===== config.mk =====
export PLATFORM = sky130hd
export DESIGN_NAME = uart_byte_rx
export DESIGN_NICKNAME = d
export VERILOG_FILES = /design/src/rtl/uart_byte_rx_pkg.sv /design/src/rtl/sync2.sv /design/src/rtl/uart_byte_rx.sv
export SDC_FILE = /design/constraint.sdc
export NUM_CORES = 1
export LEC_CHECK = 0
export CAP_MARGIN = 10
export CORE_UTILIZATION = 35
export CTS_CLUSTER_SIZE = 12
export DETAILED_ROUTE_END_ITERATION = 10
export PLACE_DENSITY = 0.55
export SYNTH_ARGS = -nofsm -noshare
export SYNTH_HDL_FRONTEND = slang
export SYNTH_SLANG_ARGS = --single-unit
export TNS_END_PERCENT = 10

===== constraint.sdc =====
create_clock -name clk -period 1.8 [get_ports clk]
set_input_delay 0.36 -clock clk [delete_from_list [all_inputs] [get_ports clk]]
set_output_delay 0.36 -clock clk [all_outputs]
set_load 0.005 [all_outputs]

===== src/rtl/uart_byte_rx_pkg.sv =====
// Shared definitions for the uart_byte_rx receiver.
//   DATA_W           : width of one received character
//   CLKS_PER_BIT_DEF : default clk cycles per serial bit
//   state_e          : receiver FSM state encoding (also exported for debug)
package uart_byte_rx_pkg;
  localparam int DATA_W           = 8;
  localparam int CLKS_PER_BIT_DEF = 16;

  typedef enum logic [2:0] {
    ST_IDLE      = 3'd0,
    ST_START     = 3'd1,
    ST_DATA      = 3'd2,
    ST_STOP      = 3'd3,
    ST_WAIT_IDLE = 3'd4
  } state_e;
endpackage


===== src/rtl/sync2.sv =====
// Two-flop synchronizer for a single asynchronous bit.
//   clk     : destination clock
//   reset_n : asynchronous active-low reset, both flops load RST_VAL
//   d_i     : asynchronous input
//   q_o     : synchronized output (two cycles of latency)
module sync2 #(
  parameter logic RST_VAL = 1'b1
) (
  input  logic clk,
  input  logic reset_n,
  input  logic d_i,
  output logic q_o
);
  logic meta_q;
  logic sync_q;

  always_ff @(posedge clk or negedge reset_n) begin
    if (!reset_n) begin
      meta_q <= RST_VAL;
      sync_q <= RST_VAL;
    end else begin
      meta_q <= d_i;
      sync_q <= meta_q;
    end
  end

  assign q_o = sync_q;
endmodule


===== src/rtl/uart_byte_rx.sv =====
// UART byte receiver: 8 data bits, LSB first, one stop bit, no parity.
//   clk       : single clock
//   reset_n   : asynchronous active-low reset
//   rx        : asynchronous serial line, idle high
//   ready     : consumer accepts the held byte
//   clr_err   : clears frame_err and overrun (a coinciding set wins)
//   data      : received byte, changes only when a new byte is loaded
//   valid     : data holds an unconsumed byte
//   frame_err : sticky, stop bit sampled low
//   overrun   : sticky, byte completed while valid=1 and ready=0
//   state_o   : FSM state, debug visibility only
//
// Handshake: a byte is transferred on every rising edge where valid and
// ready are both high. valid never drops without such a transfer. A new
// byte is loaded only when the holding register is empty or being emptied
// in that same cycle; otherwise the new byte is dropped and overrun set.
module uart_byte_rx
  import uart_byte_rx_pkg::*;
#(
  parameter int CLKS_PER_BIT = CLKS_PER_BIT_DEF
) (
  input  logic              clk,
  input  logic              reset_n,
  input  logic              rx,
  input  logic              ready,
  input  logic              clr_err,
  output logic [DATA_W-1:0] data,
  output logic              valid,
  output logic              frame_err,
  output logic              overrun,
  output state_e            state_o
);
  localparam int TW = $clog2(CLKS_PER_BIT);
  localparam logic [TW-1:0] T_LAST = TW'(CLKS_PER_BIT - 1);
  localparam logic [TW-1:0] T_MID  = TW'(CLKS_PER_BIT / 2 - 1);

  logic rs;

  state_e            state_q,     state_d;
  logic [TW-1:0]     timer_q,     timer_d;
  logic [2:0]        bit_cnt_q,   bit_cnt_d;
  logic [DATA_W-1:0] shift_q,     shift_d;
  logic [DATA_W-1:0] data_q,      data_d;
  logic              valid_q,     valid_d;
  logic              frame_err_q, frame_err_d;
  logic              overrun_q,   overrun_d;

  logic byte_ok;
  logic stop_bad;
  logic timer_wrap;

  // Synchronizer resets to idle-high so a reset never fabricates a start edge.
  sync2 #(.RST_VAL(1'b1)) u_sync (
    .clk     (clk),
    .reset_n (reset_n),
    .d_i     (rx),
    .q_o     (rs)
  );

  always_ff @(posedge clk or negedge reset_n) begin
    if (!reset_n) begin
      state_q     <= ST_IDLE;
      timer_q     <= '0;
      bit_cnt_q   <= '0;
      shift_q     <= '0;
      data_q      <= '0;
      valid_q     <= 1'b0;
      frame_err_q <= 1'b0;
      overrun_q   <= 1'b0;
    end else begin
      state_q     <= state_d;
      timer_q     <= timer_d;
      bit_cnt_q   <= bit_cnt_d;
      shift_q     <= shift_d;
      data_q      <= data_d;
      valid_q     <= valid_d;
      frame_err_q <= frame_err_d;
      overrun_q   <= overrun_d;
    end
  end

  always_comb begin
    state_d     = state_q;
    timer_d     = timer_q;
    bit_cnt_d   = bit_cnt_q;
    shift_d     = shift_q;
    data_d      = data_q;
    valid_d     = valid_q;
    frame_err_d = frame_err_q;
    overrun_d   = overrun_q;
    byte_ok     = 1'b0;
    stop_bad    = 1'b0;
    timer_wrap  = (timer_q == T_LAST);

    unique case (state_q)
      ST_IDLE: begin
        if (!rs) begin
          state_d = ST_START;
          timer_d = '0;
        end
      end
      ST_START: begin
        // Re-check the line at the middle of the start bit to reject glitches.
        if (timer_q == T_MID) begin
          timer_d = '0;
          if (!rs) begin
            state_d   = ST_DATA;
            bit_cnt_d = '0;
          end else begin
            state_d = ST_IDLE;
          end
        end else begin
          timer_d = timer_q + TW'(1);
        end
      end
      ST_DATA: begin
        if (timer_wrap) begin
          timer_d   = '0;
          shift_d   = {rs, shift_q[DATA_W-1:1]};
          bit_cnt_d = bit_cnt_q + 3'd1;
          if (bit_cnt_q == 3'd7) state_d = ST_STOP;
        end else begin
          timer_d = timer_q + TW'(1);
        end
      end
      ST_STOP: begin
        if (timer_wrap) begin
          timer_d = '0;
          if (rs) begin
            byte_ok = 1'b1;
            state_d = ST_IDLE;
          end else begin
            stop_bad = 1'b1;
            state_d  = ST_WAIT_IDLE;
          end
        end else begin
          timer_d = timer_q + TW'(1);
        end
      end
      ST_WAIT_IDLE: begin
        // A held-low line (break) must return high before a new start counts.
        if (rs) state_d = ST_IDLE;
      end
      default: state_d = ST_IDLE;
    endcase

    if (byte_ok && (!valid_q || ready)) begin
      data_d  = shift_q;
      valid_d = 1'b1;
    end else if (valid_q && ready) begin
      valid_d = 1'b0;
    end

    // Clear first, then set, so a coinciding set event wins.
    frame_err_d = (frame_err_q & ~clr_err) | stop_bad;
    overrun_d   = (overrun_q & ~clr_err) | (byte_ok & valid_q & ~ready);
  end

  assign data      = data_q;
  assign valid     = valid_q;
  assign frame_err = frame_err_q;
  assign overrun   = overrun_q;
  assign state_o   = state_q;
endmodule


## After elaboration in Yosys (flattened, before gate mapping)

Cells that the tools add are included.

| cells by class | value |
|---|---|
| eq/ne operators | 14 |
| reductions and logical operators | 13 |
| add/subtract/negate cells | 2 |
| bitwise logic cells | 8 |
| muxes and demuxes | 25 |

Operators by type and width:

| kind | count |
|---|---|
| 3-bit 2-to-1 mux | 10 |
| 3-bit case mux with 5 select lines | 1 |
| 4-bit 2-to-1 mux | 3 |
| 2-bit inequality test (second input constant) | 6 |
| 4-bit case mux with 3 select lines | 1 |
| 1-bit 2-to-1 mux | 8 |
| 3-bit by 2-bit equality test with 1-bit output (second input constant) | 2 |
| 3-bit equality test (second input constant) | 2 |
| 3-bit case mux with 2 select lines | 1 |
| 6-bit AND reduction | 1 |
| 4-bit by 1-bit adder with 4-bit output (second input constant) | 1 |
| 1-bit AND | 4 |
| 4-bit by 3-bit equality test with 1-bit output (second input constant) | 1 |
| 4-bit equality test (second input constant) | 1 |
| 2-bit AND reduction | 2 |
| 4-bit AND reduction | 1 |
| 2-bit nonzero test | 2 |
| 3-bit by 1-bit adder with 3-bit output (second input constant) | 1 |
| 3-bit by 1-bit equality test with 1-bit output (second input constant) | 1 |
| 3-bit zero test | 1 |
| 3-bit nonzero test | 1 |
| 1-bit logical AND | 2 |
| 2-bit 2-to-1 mux | 1 |
| 2-bit by 1-bit inequality test with 1-bit output (second input constant) | 1 |
| 5 further kinds | 7 |

| word-level totals | value |
|---|---|
| output and inout bits | 14 |
| logic and storage cells | 72 |
| input bits | 5 |
| bits in registers | 31 |

## Logic depth before layout (Yosys ltp)

| depth | value |
|---|---|
| depth after elaboration | 6 |
| depth in mapped cells | 5 |
| depth with buffers taken out | 4 |

## Hierarchy

From an unflattened synthesis, not the netlist that was laid out.

| unflattened totals | value |
|---|---|
| cell total of the unflattened synthesis | 106 |
| area total of the unflattened synthesis | 1421.4 um2 |

Modules (own cells, without submodules):

| module | cells an instance | instances | area each (um2) | seq. area each (um2) |
|---|---|---|---|---|
| uart_byte_rx | 104 | 1 | 1368.8 | 725.7 |
| sync2 | 2 | 1 | 52.6 | 52.6 |

## Worst setup path before layout

No wires, ideal clock.

| timing | value |
|---|---|
| kind | reg-to-reg |
| start | reg timer_q[0] |
| end | reg shift_q[0] |
| path slack | 210 ps |
| path buffers | 1 |
| cell stages (with the launch flop) | 6 |
| library setup time | 125 ps |
| period minus slack after synthesis | 1590 ps |
| arrival | 1466 ps |
| data required time | 1675 ps |
| cells stage by stage | dfrtp_1 -> ha_1 -> nand4b_4 -> nor3_1 -> buf_4 -> mux2_2 |

| on the way | value |
|---|---|
| word-level cells in the longest chain between the ends | 2 |

Ends and longest elaborated chain:

| element | RTL line | text |
|---|---|---|
| from (decl) | uart_byte_rx.sv:40 | `logic [TW-1:0] timer_q, timer_d;` |
| from (signal assigned) | uart_byte_rx.sv:72 | `timer_q <= timer_d;` |
| 4-bit equality test | uart_byte_rx.sv:93 | `timer_wrap = (timer_q == T_LAST);` |
| 2-bit AND reduction (no source line) | - |  |
| to (signal assigned) | uart_byte_rx.sv:74 | `shift_q <= shift_d;` |
| to (decl) | uart_byte_rx.sv:42 | `logic [DATA_W-1:0] shift_q, shift_d;` |

Every way passes these cells.
A chain may end at the register's enable or synchronous reset.

## Final worst setup path

| timing | value |
|---|---|
| start | reg state_q[0] (netlist: state_o[0]) |
| end | out state_o[0] |

RTL lines:

| element | RTL line | text |
|---|---|---|
| from (decl) | uart_byte_rx.sv:39 | `state_e state_q, state_d;` |
| from (signal assigned) | uart_byte_rx.sv:71 | `state_q <= state_d;` |
| to (decl) | uart_byte_rx.sv:31 | `output state_e state_o` |

No word-level cell between the ends.

==> impl_table.tex <==
\begin{tabular}{lr}
\hline
Metric & Value \\
\hline
\multicolumn{2}{l}{\textbf{Outcome}} \\
Status & complete, no violations \\
\multicolumn{2}{l}{\textbf{Flow run}} \\
Max\_cap viols & 0 \\
\multicolumn{2}{l}{\textbf{Yosys}} \\
Async set-reset flop share out of synthesis & 100\% \\
Most frequently used flop master after synthesis & dfrtp\_1 \\
Unique masters post-synth & 34 \\
Number of nets in the synthesized netlist & 110 \\
Number of cells produced by synthesis & a little over 100 \\
Number of warnings issued by yosys & 0 \\
Mapped cell area & 1350 µm² \\
Share of the yosys chip area belonging to registers & 57.6\% \\
Yosys reg bits & 31 \\
Per-instance average area after synthesis & $\sim$13 µm² \\
Post-synth EDFFs & 0 \\
\multicolumn{2}{l}{\textbf{STA}} \\
Min Tclk post-route & approximately 1700 ps \\
Maximum clock frequency & just under 0.6 GHz \\
Number of hold violations in the final report & 0 \\
Worst Clk Skew & 5.05 ps \\
Setup repair after global routing missed its margin & false \\
Slew Limit Fails & 0 \\
Final setup violation count & 0 \\
Worst Max-Slew Pin Slew & around 400 ps \\
Headroom to the max-slew limit & 73.9\% \\
Sum Neg Setup Slack & 0 ps \\
Fraction of the cycle the final worst path needs & a little over nine tenths \\
\multicolumn{2}{l}{\textbf{CTS}} \\
Number of H-tree levels & 2 \\
Count of clock tree sinks & 31 \\
Clock tree from TritonCTS & yes \\
Worst-skew pair later-pin latency & roughly 280 ps \\
Number of CTS-inserted buffers & 5 \\
Number of buffers on the longest clock path & 2 \\
Register clock-pin slew on the reported worst setup and hold paths & about 70 ps \\
Cell at the root of the clock tree & clkbuf\_8 \\
Number of buffers inserted by post-CTS setup repair & 0 \\
\multicolumn{2}{l}{\textbf{Worst setup path}} \\
Data arrival, critical path & between 1000 and 1500 ps \\
Worst path bufs/invs & 1 \\
Delay of the slowest critical-path stage & about 560 ps \\
Cell with the largest stage delay on the worst path & clkdlybuf4s50\_1 \\
Critical path's top delay family & buffers and inverters \\
Element type at the critical path end & primary output \\
Crit Path Class & flop to primary output \\
Chain of cells forming the critical path & clkdlybuf4s50\_1 \\
Crit path required time & between 1000 and 1500 ps \\
Maximum fanout along the worst path & 11 \\
CP Launch Type & flop \\
\multicolumn{2}{l}{\textbf{Global routing}} \\
Remaining global-route overflow & 0 \\
Total routing resource utilization after global routing & 13.4\% \\
Global-route wire length before repair & between 4 and 5 mm \\
Vias in the first global route & 859 \\
Largest net degree at the start of global routing & 32 \\
Antenna violations before repair & 0 \\
\multicolumn{2}{l}{\textbf{Floorplanning}} \\
Placeable Area & about 3700 µm² \\
Boundary Pins & 19 \\
Die X & 64.1 µm \\
Effective utilization at floorplan & 36.6\% \\
Placement Rows & 22 \\
Die boundary height & roughly 64 µm \\
Die area & between 4000 and 5000 µm² \\
\multicolumn{2}{l}{\textbf{Route}} \\
Met3 routed wirelength & about 100 µm \\
Overall via count from detail\_route & between 800 and 900 \\
Routed Antenna Nets & 0 \\
Pre-Repair DR Iteration Count & 4 \\
DR vias/cell & just under 5 \\
1st-iter DRT viols & 20 \\
Met1 wire length & around 1.2 mm \\
DRC violations left & 0 \\
Wire length after detailed routing & between 2 and 2.5 mm \\
Routed length on met2 & 1.02 mm \\
Max layer used & met4 \\
WL per Instance & approximately 13 µm \\
\multicolumn{2}{l}{\textbf{Placed design}} \\
Count of buffers inserted at the top-level ports & 18 \\
Number of placed instances with taps included & 168 \\
Post-DP HPWL & between 1.5 and 2 mm \\
Post-DP Area & 1610 µm² \\
Final weighted congestion in routability-driven placement & $\sim$0.8 \\
\multicolumn{2}{l}{\textbf{Cells and area}} \\
Layout overhead on the synthesized area & 27.3\% \\
Inserted Diodes & 0 \\
Area occupied by multi-input gates & around 530 µm² \\
Sequential cell area & between 700 and 800 µm² \\
Post-layout instance area & roughly 1700 µm² \\
Count of fill cells added during filler insertion & about 360 \\
Post-layout nets & $\sim$140 \\
Post-layout instance count excluding filler cells & between 150 and 200 \\
Fraction of final layout cells sized beyond drive strength 1 & 30.5\% \\
\multicolumn{2}{l}{\textbf{Power and ir drop}} \\
Static leakage & 0.798 nW \\
Pwr Density & about 1100 nW/µm² \\
Worst vdd rail ir drop & 0.000512 V \\
\multicolumn{2}{l}{\textbf{Min path}} \\
Min-delay worst type & flop to flop \\
\hline
\end{tabular}
routing by layer:
layer	track usage, %	vias up
met5	0	-
met4	5.83	0
met3	5.54	6
met2	19.4	16
met1	17.4	431
li1	-	417
through the flow:
step	hold slack (ps)	util [%]	setup WS (ps)	power (W)
floorplan	64.4	-	210	0.00120
global placement	348	43.8	17.4	0.00130
detailed placement	347	43.8	-2.48	0.00132
CTS	356	46.6	61.0	0.00194
global route	357	46.6	1.55	0.00204
finish	356	46.6	76.0	0.00192
where the power goes:
part	switching (W)	leakage, nW	total, W	internal, W
logic	0.000181	0.336	0.000400	0.000219
clock network	0.000258	0.0505	0.000606	0.000347
registers	0.000127	0.411	0.000910	0.000783
layout by cell type (no fill, tap or decap), drive strengths merged, types with 3 or more instances in the layout:
master	synthesis	final
dfrtp	29	29
mux2	18	18
clkdlybuf4s50	0	18
clkbuf	2	7
nor2	5	5
buf	3	5
inv	4	4
a22o	4	4
nand2	3	3
a21oi	3	3
ha	3	3
nor3b	3	3
synthesized netlist by cell type, types with 2 or more instances:
master | n | area share (%)
a21oi_1 | 3 | 1.1
a22o_1 | 3 | 1.9
buf_2 | 2 | 0.74
dfrtp_1 | 29 | 54
dfstp_2 | 2 | 3.9
ha_1 | 3 | 2.8
inv_1 | 4 | 1.1
mux2_2 | 18 | 15
nand2_1 | 3 | 0.83
nand3_1 | 2 | 0.74
nand4_1 | 2 | 0.93
nor2_1 | 5 | 1.4
nor3b_1 | 2 | 1.1
o22ai_1 | 2 | 0.93
o2bb2ai_1 | 2 | 1.3
or2_2 | 2 | 0.93
flip-flops by register name, summed over array words and instances (netlist names):
register / flops
timer_q: 4
state_o: 3
valid: 1
u_sync.meta_q: 1
shift_q: 8
frame_err: 1
overrun: 1
bit_cnt_q: 3
data: 8
u_sync.q_o: 1
cells by family (layout without fill, tap and decap cells):
family / after synthesis / count (layout) / share of synthesized area (%)
AO/OA/AOI/OAI: 16 / 16 / 8.90
flip-flops: 31 / 31 / 57.6
adder cells (fa/ha/maj): 3 / 3 / 2.78
multiplexers: 18 / 18 / 15.0
buffers and inverters: 9 / 35 / 3.06
XOR/XNOR: 1 / 1 / 0.649
AND/OR/NAND/NOR: 24 / 24 / 12.0
final timing paths:
kind	slack, ps	from	cells after the start	to
worst min register to register	360	u_sync.meta_q$_DFF_PN1_	0	u_sync.q_o$_DFF_PN1_
min in group asynchronous	470	reset_n	2	state_o[0]$_DFFE_PN0P_
worst min-delay path	360	u_sync.meta_q$_DFF_PN1_	0	u_sync.q_o$_DFF_PN1_
worst max-delay path	80	state_o[0]$_DFFE_PN0P_	1	state_o[0]
max in group asynchronous	1010	reset_n	2	u_sync.q_o$_DFF_PN1_
worst max register to register	110	timer_q[0]$_DFFE_PN0P_	5	shift_q[0]$_DFFE_PN0P_
area by class of cell:
type                    instances  area share, %
flip-flops and latches         31           45.3
repair buffers                 23           13.4
well taps                      48           3.49
clock buffers                   7           5.60
clock inverters                 1          0.437
multi-input cells              62           30.9
inverters                       4          0.873
repair_timing:
| action | 4_1_cts | 5_1_grt |
|---|---|---|
| hold buffers | 0 | 0 |
| setup endpoints to repair | 0 | 1 |
| gates resized for setup | 0 | 1 |
Power figures use the tool's default switching activity.
